$ cat config.mk
export PLATFORM = sky130hd
export DESIGN_NAME = sbus_arbiter
export DESIGN_NICKNAME = d
export VERILOG_FILES = /design/src/rtl/sbus_arb_pkg.sv /design/src/rtl/sbus_arbiter.sv
export SDC_FILE = /design/constraint.sdc
export NUM_CORES = 1
export LEC_CHECK = 0
export BUFFER_PORTS_ARGS = -buffer_cell sky130_fd_sc_hd__buf_2
export CORE_MARGIN = 1.5
export CORE_UTILIZATION = 44
export CTS_CLUSTER_DIAMETER = 60
export DETAILED_ROUTE_END_ITERATION = 8
export HOLD_SLACK_MARGIN = 0.06
export PLACE_DENSITY = 0.87
export SLEW_MARGIN = 20
export SYNTH_ARGS = -nofsm -noshare
export SYNTH_HDL_FRONTEND = slang
export SYNTH_SLANG_ARGS = --single-unit
export TNS_END_PERCENT = 50
$ cat constraint.sdc
create_clock -name BUS_CLK -period 1.9 [get_ports BUS_CLK]
set_input_delay 0.285 -clock BUS_CLK [delete_from_list [all_inputs] [get_ports BUS_CLK]]
set_output_delay 0.285 -clock BUS_CLK [all_outputs]
set_load 0.02 [all_outputs]
$ cat src/rtl/sbus_arb_pkg.sv
// Shared definitions for the two-master SBUS arbiter: FSM state encoding and
// master index constants.
package sbus_arb_pkg;

    typedef enum logic [1:0] {
        IDLE    = 2'd0,
        STROBE  = 2'd1,
        CAPTURE = 2'd2,
        ACK     = 2'd3
    } arb_state_e;

    localparam logic M0 = 1'b0;
    localparam logic M1 = 1'b1;

endpackage

$ cat src/rtl/sbus_arbiter.sv
// Two-master round-robin arbiter onto a single 8-bit slave bus; each granted
// transaction runs IDLE -> STROBE -> CAPTURE -> ACK, with optional lock for bursts.
module sbus_arbiter
    import sbus_arb_pkg::*;
#(
    parameter int ABUSWIDTH = 16
) (
    input  logic                 BUS_CLK,
    input  logic                 BUS_RST_N,

    input  logic                 M0_REQ,
    input  logic                 M0_WR,
    input  logic [ABUSWIDTH-1:0] M0_ADD,
    input  logic [7:0]           M0_DATA_IN,
    input  logic                 M0_LOCK,
    output logic                 M0_ACK,
    output logic [7:0]           M0_DATA_OUT,

    input  logic                 M1_REQ,
    input  logic                 M1_WR,
    input  logic [ABUSWIDTH-1:0] M1_ADD,
    input  logic [7:0]           M1_DATA_IN,
    input  logic                 M1_LOCK,
    output logic                 M1_ACK,
    output logic [7:0]           M1_DATA_OUT,

    output logic [ABUSWIDTH-1:0] S_ADD,
    output logic [7:0]           S_DATA_OUT,
    input  logic [7:0]           S_DATA_IN,
    output logic                 S_RD,
    output logic                 S_WR,

    output logic                 GRANT,
    output logic                 BUSY
);

    arb_state_e           state;
    logic                 grant_q;
    logic                 lock_q;
    logic                 wr_q;
    logic [ABUSWIDTH-1:0] add_q;
    logic [7:0]           data_q;
    logic [7:0]           m0_dout_q;
    logic [7:0]           m1_dout_q;

    logic                 any_req;
    logic                 granted_req;
    logic                 granted_lock;
    logic                 winner;
    logic                 sel_wr;
    logic [ABUSWIDTH-1:0] sel_add;
    logic [7:0]           sel_data;

    // Round-robin pick: a lock held through the last ACK beats the other
    // requester, otherwise a tie goes to the master that did not have the bus.
    always_comb begin
        // NOTE: every output of this block gets a default first so no path
        // leaves it unassigned, which would otherwise infer a latch.
        any_req      = M0_REQ | M1_REQ;
        granted_req  = (grant_q == M1) ? M1_REQ  : M0_REQ;
        granted_lock = (grant_q == M1) ? M1_LOCK : M0_LOCK;
        winner       = grant_q;

        if (lock_q && granted_req) begin
            winner = grant_q;
        end else if (M0_REQ && M1_REQ) begin
            winner = ~grant_q;
        end else if (M0_REQ) begin
            winner = M0;
        end else begin
            winner = M1;
        end

        sel_wr   = (winner == M1) ? M1_WR      : M0_WR;
        sel_add  = (winner == M1) ? M1_ADD     : M0_ADD;
        sel_data = (winner == M1) ? M1_DATA_IN : M0_DATA_IN;
    end

    // NOTE: state registers use non-blocking assignments so every flop samples
    // the pre-edge values regardless of statement order.
    always_ff @(posedge BUS_CLK or negedge BUS_RST_N) begin
        if (!BUS_RST_N) begin
            state     <= IDLE;
            grant_q   <= M1;
            lock_q    <= 1'b0;
            wr_q      <= 1'b0;
            add_q     <= '0;
            data_q    <= '0;
            m0_dout_q <= '0;
            m1_dout_q <= '0;
        end else begin
            case (state)
                IDLE: begin
                    // Lock only survives into the first IDLE cycle after ACK.
                    lock_q <= 1'b0;
                    if (any_req) begin
                        grant_q <= winner;
                        wr_q    <= sel_wr;
                        add_q   <= sel_add;
                        data_q  <= sel_data;
                        state   <= STROBE;
                    end
                end
                STROBE: begin
                    state <= CAPTURE;
                end
                CAPTURE: begin
                    if (!wr_q) begin
                        if (grant_q == M1) begin
                            m1_dout_q <= S_DATA_IN;
                        end else begin
                            m0_dout_q <= S_DATA_IN;
                        end
                    end
                    state <= ACK;
                end
                ACK: begin
                    lock_q <= granted_lock;
                    state  <= IDLE;
                end
                default: begin
                    state <= IDLE;
                end
            endcase
        end
    end

    // Strobes and ACKs decode straight from state so reset clears them at once.
    assign S_RD        = (state == STROBE) && !wr_q;
    assign S_WR        = (state == STROBE) &&  wr_q;
    assign S_ADD       = add_q;
    assign S_DATA_OUT  = data_q;
    assign M0_ACK      = (state == ACK) && (grant_q == M0);
    assign M1_ACK      = (state == ACK) && (grant_q == M1);
    assign M0_DATA_OUT = m0_dout_q;
    assign M1_DATA_OUT = m1_dout_q;
    assign GRANT       = grant_q;
    assign BUSY        = (state != IDLE);

endmodule
==> results.ini <==
[sta]
timing_worst_slew_pin_value_ns=0.6708
finalHoldViolCount=0
max_slew_margin=0.5518
fmax_mhz=591.5
setup_ws_ns=0.2094
fin_crit_ns=1.691
setup_viol=0
finalClockSkew_ns=0.002566
rsz0062_at_grt=false
period_share=0.8898
drv_slew=0

[cts]
ctsLongestPathBuffers=2
cts.clk_slew.worst_paths_ns=0.08
clkLatencyLatePin_ns=0.29
post_cts_buffers=0
cts_buffers=5
clock-root-buffer=clkbuf_8
htreeDepth=2
clock-sinks=45
cts_tree=yes

[yosys]
synth_top_family_by_area=compound AO/OA/AOI/OAI gates
ys_types=25
synth_area_leaders=dfrtp_1 55%, a221o_1 12%, mux2_2 10%, and2_1 8.4%, ha_1 2.5%
synth-simple-area-share=0.1197
syn_area_per_cell_um2=13.20
synthAdderAreaFrac=0.02494
ys_seq_area_frac=0.5617
ys_seq_elements=45
synth_fp_nets=220
synth_area_leader_cell=dfrtp_1
synth_xor_area_frac=0.008105
yosysMostFrequentCell=dfrtp_1
synth_edf_count=0
ys.flop_type=dfrtp_1
syn_inst=152
synth_area_mm2=0.002007
ys_async_sr_fraction=1.000
muxShareOfSynthArea=0.1010
synthTopCellsByCount=44 x dfrtp_1, 27 x and2_1, 25 x a221o_1
yosys_warnings=0
synth_compound_area_frac=0.1509
synth_top_cell_area_share=0.5486

[pwr]
max-vdd-ir-drop_v=0.0007560
seqPwrFrac=0.342
switching_share=0.3890
cellPowerDensity_mw_per_mm2=1784
leakagePower_nw=1.409
combPwrFrac=0.510
p_switching_w=0.001918
p_int_w=0.003012
clock_power_share=0.148

[drt]
ant_nets=0
drc=0
vias_per_cell=5.059
dr.pass1.iters=4
vias=1624
routed_wl_um=4448
wl_per_cell_um=13.86
drt-initial-drc-count=35

[global_routing]
track_usage=0.1851
grt_max_degree=26
grt_pass1_wl_um=7176
first_global_vias=1582
gr-total-overflow=0
antenna_found_initial=0

[finish]
nets=336
diodes=0
drive_gt1_frac=0.5428
syn_to_final_growth_pct=37.72
final_cells=321

[setup_path]
crit_required_ns=2.13
worstSetupPathType=register to register
end_kind=register
startpoint_type=register
crit_slowest_cell=a21oi_4
crit_fanout=25
critical_path_buf_inv_count=1
arrival_ns=1.92
slowest_delay_ns=0.54
r2r_cells=5
cpLargestDelayFamily=compound AO/OA/AOI/OAI gates
crit_cells=5
worstPathCellList=inv_1, ha_1, nand2_1, a21oi_4, a221o_1

[outcome]
outcome=completed

[floorplanning]
die_w_um=70.54
die_y_um=70.54
initial_core_util=0.4578
core_mm2=0.004384
io_pins=110
rows=24
dieArea_mm2=0.004975

[worst_hold_path]
whs_path_depth=2
hp-class=input port to register

[placement]
portBuffers=109
gp_congestion=0.7528
hpwl_um=3311
place_inst=312
place_ws_ns=-0.08057

[job]
cap_viol_max_count=0

through the flow:
step	area, um2	TNS [ns]	hold slack (ns)	utilization	power (W)
CTS	2764	0	0.2068	0.6304	0.004988
global placement	2630	0	0.2728	0.5999	0.004148
floorplan	2007	0	-0.01059	-	0.003408
detailed placement	2630	-1.304	0.2840	0.5999	0.004238
global route	2764	0	0.2053	0.6304	0.005241
finish	2764	0	0.2178	0.6304	0.004930
power groups by stage:
stage	Combinational (W)	Clock (W)	Sequential [W]
5_1_grt	0.00272	0.000787	0.00174
2_1_floorplan	0.00119	0	0.00222
4_1_cts	0.00255	0.000748	0.00169
3_5_place_dp	0.00255	0	0.00169
3_3_place_gp	0.00247	0	0.00168
6_report	0.00251	0.000730	0.00169
path summary, 6_finish.rpt:
kind                                  end           start  slack [ns]
max                              S_ADD[3]        state[0]        0.21
min                         S_DATA_OUT[0]   M0_DATA_IN[0]        0.22
max reg2reg                      S_ADD[3]        state[0]        0.21
max in group asynchronous       async pin       BUS_RST_N        0.84
min reg2reg                M1_DATA_OUT[3]  M1_DATA_OUT[3]        0.50
min in group asynchronous   S_DATA_OUT[6]       BUS_RST_N        0.48
layout by cell type (no fill, tap or decap), types with 4 or more instances in the layout:
cell	n
and2_1	27
buf_4	6
inv_1	4
buf_2	109
ha_1	4
a221o_1	25
nand2_1	5
mux2_2	18
clkbuf_8	6
dfrtp_1	44
sequential cells by signal, indices dropped and copies added, names as in the netlist, named ones only:
register and count:
M1_DATA_OUT 8, state 2, S_DATA_OUT 8, S_ADD 16
M0_DATA_OUT 8, wr_q 1, lock_q 1
per-layer routing:
metal / global-route usage / up-vias / wire length [um]
li1: - / 787 / -
met1: 0.2295 / 756 / 1916
met2: 0.3145 / 77 / 2164
met3: 0.05556 / 4 / 321
met4: 0.05660 / 0 / 45
met5: 0 / - / 0
timing repair:
item / in CTS / in global routing
hold buffers: 1 / 0
hold endpoints to repair: 21 / 0
setup endpoints to repair: 25 / 0
resized for setup: 1 / 0
cells by family (layout without fill, tap and decap cells):
kind of cell	count (synthesis)	in the layout
AOI/OAI and AO/OA	32	32
buffers and inverters	12	129
and+or+nand+nor	40	40
xor gates and xnor gates	1	1
adders and majority gates	4	4
muxes	18	18
DFF	45	45
area by class of cell:
| type | count | area (um2) |
|---|---|---|
| Timing Repair Buffer | 117 | 620.6 |
| Fill cell | 344 | 1620 |
| Sequential cell | 45 | 1127 |
| Clock buffer | 7 | 86.33 |
| Multi-Input combinational cell | 95 | 819.5 |
| Clock inverter | 1 | 30.03 |
| Tap cell | 52 | 65.06 |
| Inverter | 4 | 15.01 |
No activity file was read; power rests on OpenSTA's default activity.
